## config.mk

```make
export PLATFORM = sky130hd
export DESIGN_NAME = packet_buffer_tx_drain
export DESIGN_NICKNAME = d
export VERILOG_FILES = /design/src/rtl/packet_buffer_tx_drain.sv
export SDC_FILE = /design/constraint.sdc
export NUM_CORES = 1
export LEC_CHECK = 0
export ABC_CLOCK_PERIOD_IN_PS = 3200
export CORE_MARGIN = 4
export CORE_UTILIZATION = 55
export CTS_BUF_LIST = sky130_fd_sc_hd__clkbuf_8
export DETAILED_ROUTE_END_ITERATION = 12
export PLACE_DENSITY = 0.84
export SYNTH_ARGS = -nofsm -noshare
export SYNTH_HDL_FRONTEND = slang
export SYNTH_SLANG_ARGS = --single-unit
```

## constraint.sdc

```tcl
create_clock -name clk_i -period 3.2 [get_ports clk_i]
set_input_delay 0.64 -clock clk_i [delete_from_list [all_inputs] [get_ports clk_i]]
set_output_delay 0.64 -clock clk_i [all_outputs]
set_load 0.1 [all_outputs]
```

## src/rtl/packet_buffer_tx_drain.sv

```systemverilog
// Drains packets from the TX packet_buffer slot FIFO into an AXI-Stream-style master.
// A 2-entry output FIFO covers the one-cycle read latency and downstream backpressure.
//
// state | meaning
// IDLE  | waiting for packet_avail_i; latches size and word count
// READ  | issuing word reads while the output FIFO has room
// ACK   | one-cycle slot release; last word lands in the FIFO
module packet_buffer_tx_drain #(
  parameter int  data_width_p  = 64,
  parameter int  els_p         = 2048,
  localparam int addr_width_lp = $clog2(els_p),
  localparam int size_width_lp = $clog2(els_p+1),
  localparam int keep_width_lp = data_width_p/8
) (
  input  logic                     clk_i,
  input  logic                     reset_n_i,
  input  logic                     packet_avail_i,
  input  logic [size_width_lp-1:0] packet_rsize_i,
  output logic                     packet_rvalid_o,
  output logic [addr_width_lp-1:0] packet_raddr_o,
  input  logic [data_width_p-1:0]  packet_rdata_i,
  output logic                     packet_ack_o,
  output logic                     tx_tvalid_o,
  input  logic                     tx_tready_i,
  output logic [data_width_p-1:0]  tx_tdata_o,
  output logic [keep_width_lp-1:0] tx_tkeep_o,
  output logic                     tx_tlast_o,
  output logic [31:0]              tx_packet_count_o
);

  localparam int kw_log_lp = $clog2(keep_width_lp);

  typedef enum logic [1:0] {IDLE = 2'd0, READ = 2'd1, ACK = 2'd2} state_e;
  state_e state_r, state_n;

  logic [size_width_lp-1:0] size_r, idx_r, last_idx_r, last_idx_n;
  logic [size_width_lp:0]   size_round;
  logic [kw_log_lp-1:0]     rem;
  logic [keep_width_lp-1:0] last_keep, infl_keep_r;
  logic                     infl_r, infl_last_r, is_last, issue, deq;
  logic [1:0]               fifo_count_r, occ;
  logic                     wr_ptr_r, rd_ptr_r;
  logic [data_width_p-1:0]  data_mem [2];
  logic [keep_width_lp-1:0] keep_mem [2];
  logic [1:0]               last_mem;

  assign size_round = {1'b0, packet_rsize_i} + (size_width_lp+1)'(keep_width_lp - 1);
  assign last_idx_n = size_width_lp'((size_round >> kw_log_lp) - (size_width_lp+1)'(1));

  assign rem       = size_r[kw_log_lp-1:0];
  assign last_keep = (rem == '0) ? '1 : ~({keep_width_lp{1'b1}} << rem);
  assign is_last   = (idx_r == last_idx_r);

  assign tx_tvalid_o = (fifo_count_r != 2'd0);
  assign deq         = tx_tvalid_o & tx_tready_i;
  assign occ         = fifo_count_r + {1'b0, infl_r};
  // occ never exceeds 2, so "occ - deq < 2" reduces to this
  assign issue       = (state_r == READ) && ((occ < 2'd2) || deq);

  assign packet_rvalid_o = issue;
  assign packet_raddr_o  = addr_width_lp'({idx_r, {kw_log_lp{1'b0}}});

  assign tx_tdata_o = data_mem[rd_ptr_r];
  assign tx_tkeep_o = keep_mem[rd_ptr_r];
  assign tx_tlast_o = last_mem[rd_ptr_r];

  always_comb begin
    state_n      = state_r;
    packet_ack_o = 1'b0;
    case (state_r)
      IDLE: if (packet_avail_i) state_n = (packet_rsize_i != '0) ? READ : ACK;
      READ: if (issue && is_last) state_n = ACK;
      ACK: begin
        packet_ack_o = 1'b1;
        state_n      = IDLE;
      end
      default: state_n = IDLE;
    endcase
  end

  always_ff @(posedge clk_i or negedge reset_n_i) begin
    if (!reset_n_i) begin
      state_r           <= IDLE;
      size_r            <= '0;
      idx_r             <= '0;
      last_idx_r        <= '0;
      tx_packet_count_o <= '0;
    end else begin
      state_r <= state_n;
      if (state_r == IDLE && packet_avail_i) begin
        size_r     <= packet_rsize_i;
        last_idx_r <= last_idx_n;
        idx_r      <= '0;
      end else if (issue) begin
        idx_r <= idx_r + size_width_lp'(1);
      end
      if (state_r == ACK && size_r != '0) tx_packet_count_o <= tx_packet_count_o + 32'd1;
    end
  end

  always_ff @(posedge clk_i or negedge reset_n_i) begin
    if (!reset_n_i) begin
      infl_r       <= 1'b0;
      infl_last_r  <= 1'b0;
      infl_keep_r  <= '0;
      wr_ptr_r     <= 1'b0;
      rd_ptr_r     <= 1'b0;
      fifo_count_r <= 2'd0;
      last_mem     <= 2'b00;
      for (int i = 0; i < 2; i++) begin
        data_mem[i] <= '0;
        keep_mem[i] <= '0;
      end
    end else begin
      infl_r <= issue;
      if (issue) begin
        infl_last_r <= is_last;
        infl_keep_r <= is_last ? last_keep : '1;
      end
      if (infl_r) begin
        data_mem[wr_ptr_r] <= packet_rdata_i;
        keep_mem[wr_ptr_r] <= infl_keep_r;
        last_mem[wr_ptr_r] <= infl_last_r;
        wr_ptr_r           <= ~wr_ptr_r;
      end
      if (deq) rd_ptr_r <= ~rd_ptr_r;
      fifo_count_r <= fifo_count_r + {1'b0, infl_r} - {1'b0, deq};
    end
  end

endmodule
```

==> results.yml <==
sta:
  min_period_over_period_pct: 92.2
  final_max_slew_viol_count: 0
  relSlewSlack_pct: 53.8
  rsz0062_at_grt: "no"
  hold_viol: 0
  worstMarginPinSlew_ns: 0.687
  hold_ws_ns: 0.104
  period_needed_ns: 2.95
  finClkSkew_ns: 0.0281
  tns_ns: 0
  fmax_ghz: 0.339
  setup_viol: 0
job:
  maxCapViolations: 0
grt:
  grt_pass1_vias: 7170
  grtUsageTotal_pct: 21.1
  grt_max_degree: 85
  grt_remaining_overflow: 0
  grt_pass1_wl_mm: 35.6
  grt_antenna_before_repair: 0
run_status:
  status: "finished clean"
synth:
  synth_cells: 796
  synth_enable_flop_cells: 0
  syn_avg_cell_area_um2: 12.9
  synth-seq-cells: 229
  ys_types: 47
  async_flop_share_pct: 100
  yosysWarnings: 0
  netlist_area_um2: 10300
  seq_area_frac_synth_pct: 55.8
  ys.flop_type: "dfrtp_1"
critical_path:
  crit_type: "reg -> out"
  critPathSlowestCell: "dfrtp_1"
  rr_startpoint: "infl_r"
  crit_fanout: 29
  required_ns: 2.56
  cp_cell_sequence: "ha_1 -> or3b_2 -> o211ai_1 -> inv_2 -> buf_12"
  critical-path-max-stage-delay_ns: 0.44
  crit_buf_inv: 2
  rr_endpoint: "state_r[0]"
  worst_setup_path_start_kind: "flip-flop"
  r2r_slack_ns: 1.10
  cpLargestDelayFamily: "buffers and inverters"
  reg2reg_depth: 6
  worst_setup_path_end_kind: "primary output"
  critPathArrivalTime_ns: 2.31
clock_network:
  cts-root-buf: "clkbuf_8"
  post_cts_resized: 0
  htree_levels: 2
  cts_buffers: 39
  clockBufferDepth: 3
  cts_tree: "built"
  postCtsSetupBuffers: 0
  cts_hold_buf: 0
  clock-sinks: 229
  insertion_delay_ns: 0.52
  clkTransAtPathRegs_ns: 0.06
die:
  start_util_pct: 56.6
  ios: 199
  coreArea_um2: 18100
  rows: 49
  die_area_um2: 20900
  fp.dieW_um: 145
  die_h_um: 145
detailed_routing:
  drc: 0
  viasPerCell: 5.43
  dr.first_iter.drc_count: 264
  vias: 6843
  wl_mm: 21.9
  ant_nets: 0
  wire_per_inst_um: 17.4
  drt_pass1_iterations: 4
hold_path:
  hold_class: "in -> async"
placed_design:
  hpwl_mm: 15.0
  dp_cells: 1191
  gp_congestion: 0.821
  placed_cell_area_um2: 12200
  portBuffers: 195
cells_and_area:
  layout-drive-gt1-share_pct: 40.6
  final_area_um2: 13000
  instances_no_fill: 1261
  antenna_cells: 0
  area_delta_synth_final_pct: 26.4
  fin_nets: 1090
[worst register-to-register path, cell delays in order (launching register included)]
cell      delay [ns]
dfrtp_1         0.44
ha_1            0.25
xnor2_1         0.21
o211ai_1        0.17
inv_2           0.41
nand4_1         0.26
a22o_1          0.24
[sequential cells by signal (all words and copies together) (netlist names), 8 cells and up]
name / cells
idx_r: 12
infl_keep_r: 8
size_r: 12
last_idx_r: 11
keep_mem: 16
tx_packet_count_o: 32
data_mem: 128
[how the worst max path moves through the flow]
stage / from / to / slack, ns / cells past startpoint
5_1_grt: infl_r / packet_rvalid_o / 0.10 / 5
2_1_floorplan: infl_r / packet_rvalid_o / 0.41 / 5
6_report: infl_r / packet_rvalid_o / 0.25 / 5
3_5_place_dp: packet_rsize_i[2] / last_idx_r[8] / 0.06 / 10
3_3_place_gp: packet_rsize_i[2] / last_idx_r[8] / 0.12 / 10
4_1_cts: infl_r / packet_rvalid_o / 0.20 / 5
[metrics by stage]
step | util [%] | setup WS, ns
final | 71.5 | 0.248
after floorplan | - | 0.414
after global placement | 67.3 | 0.118
after detailed placement | 67.3 | 0.0602
after CTS | 71.5 | 0.198
after global routing | 71.5 | 0.102
[area by class of cell]
type / instances / area, um^2
Fill cell: 1301 / 5170
Inverter: 8 / 30.0
Tap cell: 229 / 287
Timing Repair Buffer: 209 / 1850
Clock inverter: 20 / 78.8
Clock buffer: 50 / 688
Multi-Input combinational cell: 516 / 4310
Sequential cell: 229 / 5730
[cell usage after synthesis, types with 2 or more instances]
cell | number | area (um^2)
a21oi_1 | 5 | 25.0
and2_1 | 3 | 18.8
o21ai_1 | 3 | 15.0
nand3_1 | 27 | 135
nand4_1 | 17 | 106
mux2_2 | 220 | 2480
nor4_1 | 6 | 37.5
xor2_1 | 31 | 272
o21ai_0 | 13 | 65.1
xnor2_1 | 30 | 263
ha_1 | 7 | 87.6
nor2b_1 | 2 | 12.5
and3_1 | 10 | 62.6
or3_1 | 3 | 18.8
inv_1 | 7 | 26.3
nor4_2 | 2 | 25.0
clkbuf_1 | 32 | 120
or4_4 | 2 | 22.5
and4_1 | 3 | 26.3
or2_2 | 2 | 12.5
nand2b_1 | 3 | 18.8
dfrtp_1 | 229 | 5730
nor3_1 | 7 | 35.0
nor2_1 | 27 | 101
buf_4 | 11 | 82.6
a31oi_1 | 4 | 25.0
nand2_1 | 69 | 259
nor4b_1 | 2 | 17.5
[cell families after synthesis]
group	share of synthesized area (%)
xor gates and xnor gates	5.20
buffers and inverters	2.41
and+or+nand+nor	9.64
other	0.0365
AOI/OAI and AO/OA	1.83
adders and majority gates	0.853
muxes	24.2
DFF	55.8
[routing by layer]
layer  wire [um]  vias to the layer above  GRT usage, %
li1            -                     3205             -
met1        9590                     3429          28.0
met2       10800                      173          35.6
met3        1150                       36          3.97
met4         384                        0          6.38
met5           0                        -             0
[layout by cell type (no fill, tap or decap), types with 4 or more instances in the layout]
cell             Yosys  layout
mux2_2             220     220
clkbuf_8             0      50
nand4_1             17      17
nand2_1             69      68
nor2_1              27      27
xor2_1              31      31
a31oi_1              4       4
dfrtp_1            229     228
buf_4               11     124
buf_12               0       6
nor4_1               6       6
nor3_1               7       7
inv_1                7      24
o21ai_0             13      13
xnor2_1             30      30
nand3_1             27      27
ha_1                 7       7
clkdlybuf4s50_1      0      78
and3_1              10      10
a21oi_1              5       5
Power is left out: the tool's default activity adds up to more than one toggle a clock period on the data nets, which glitch-free logic cannot reach.
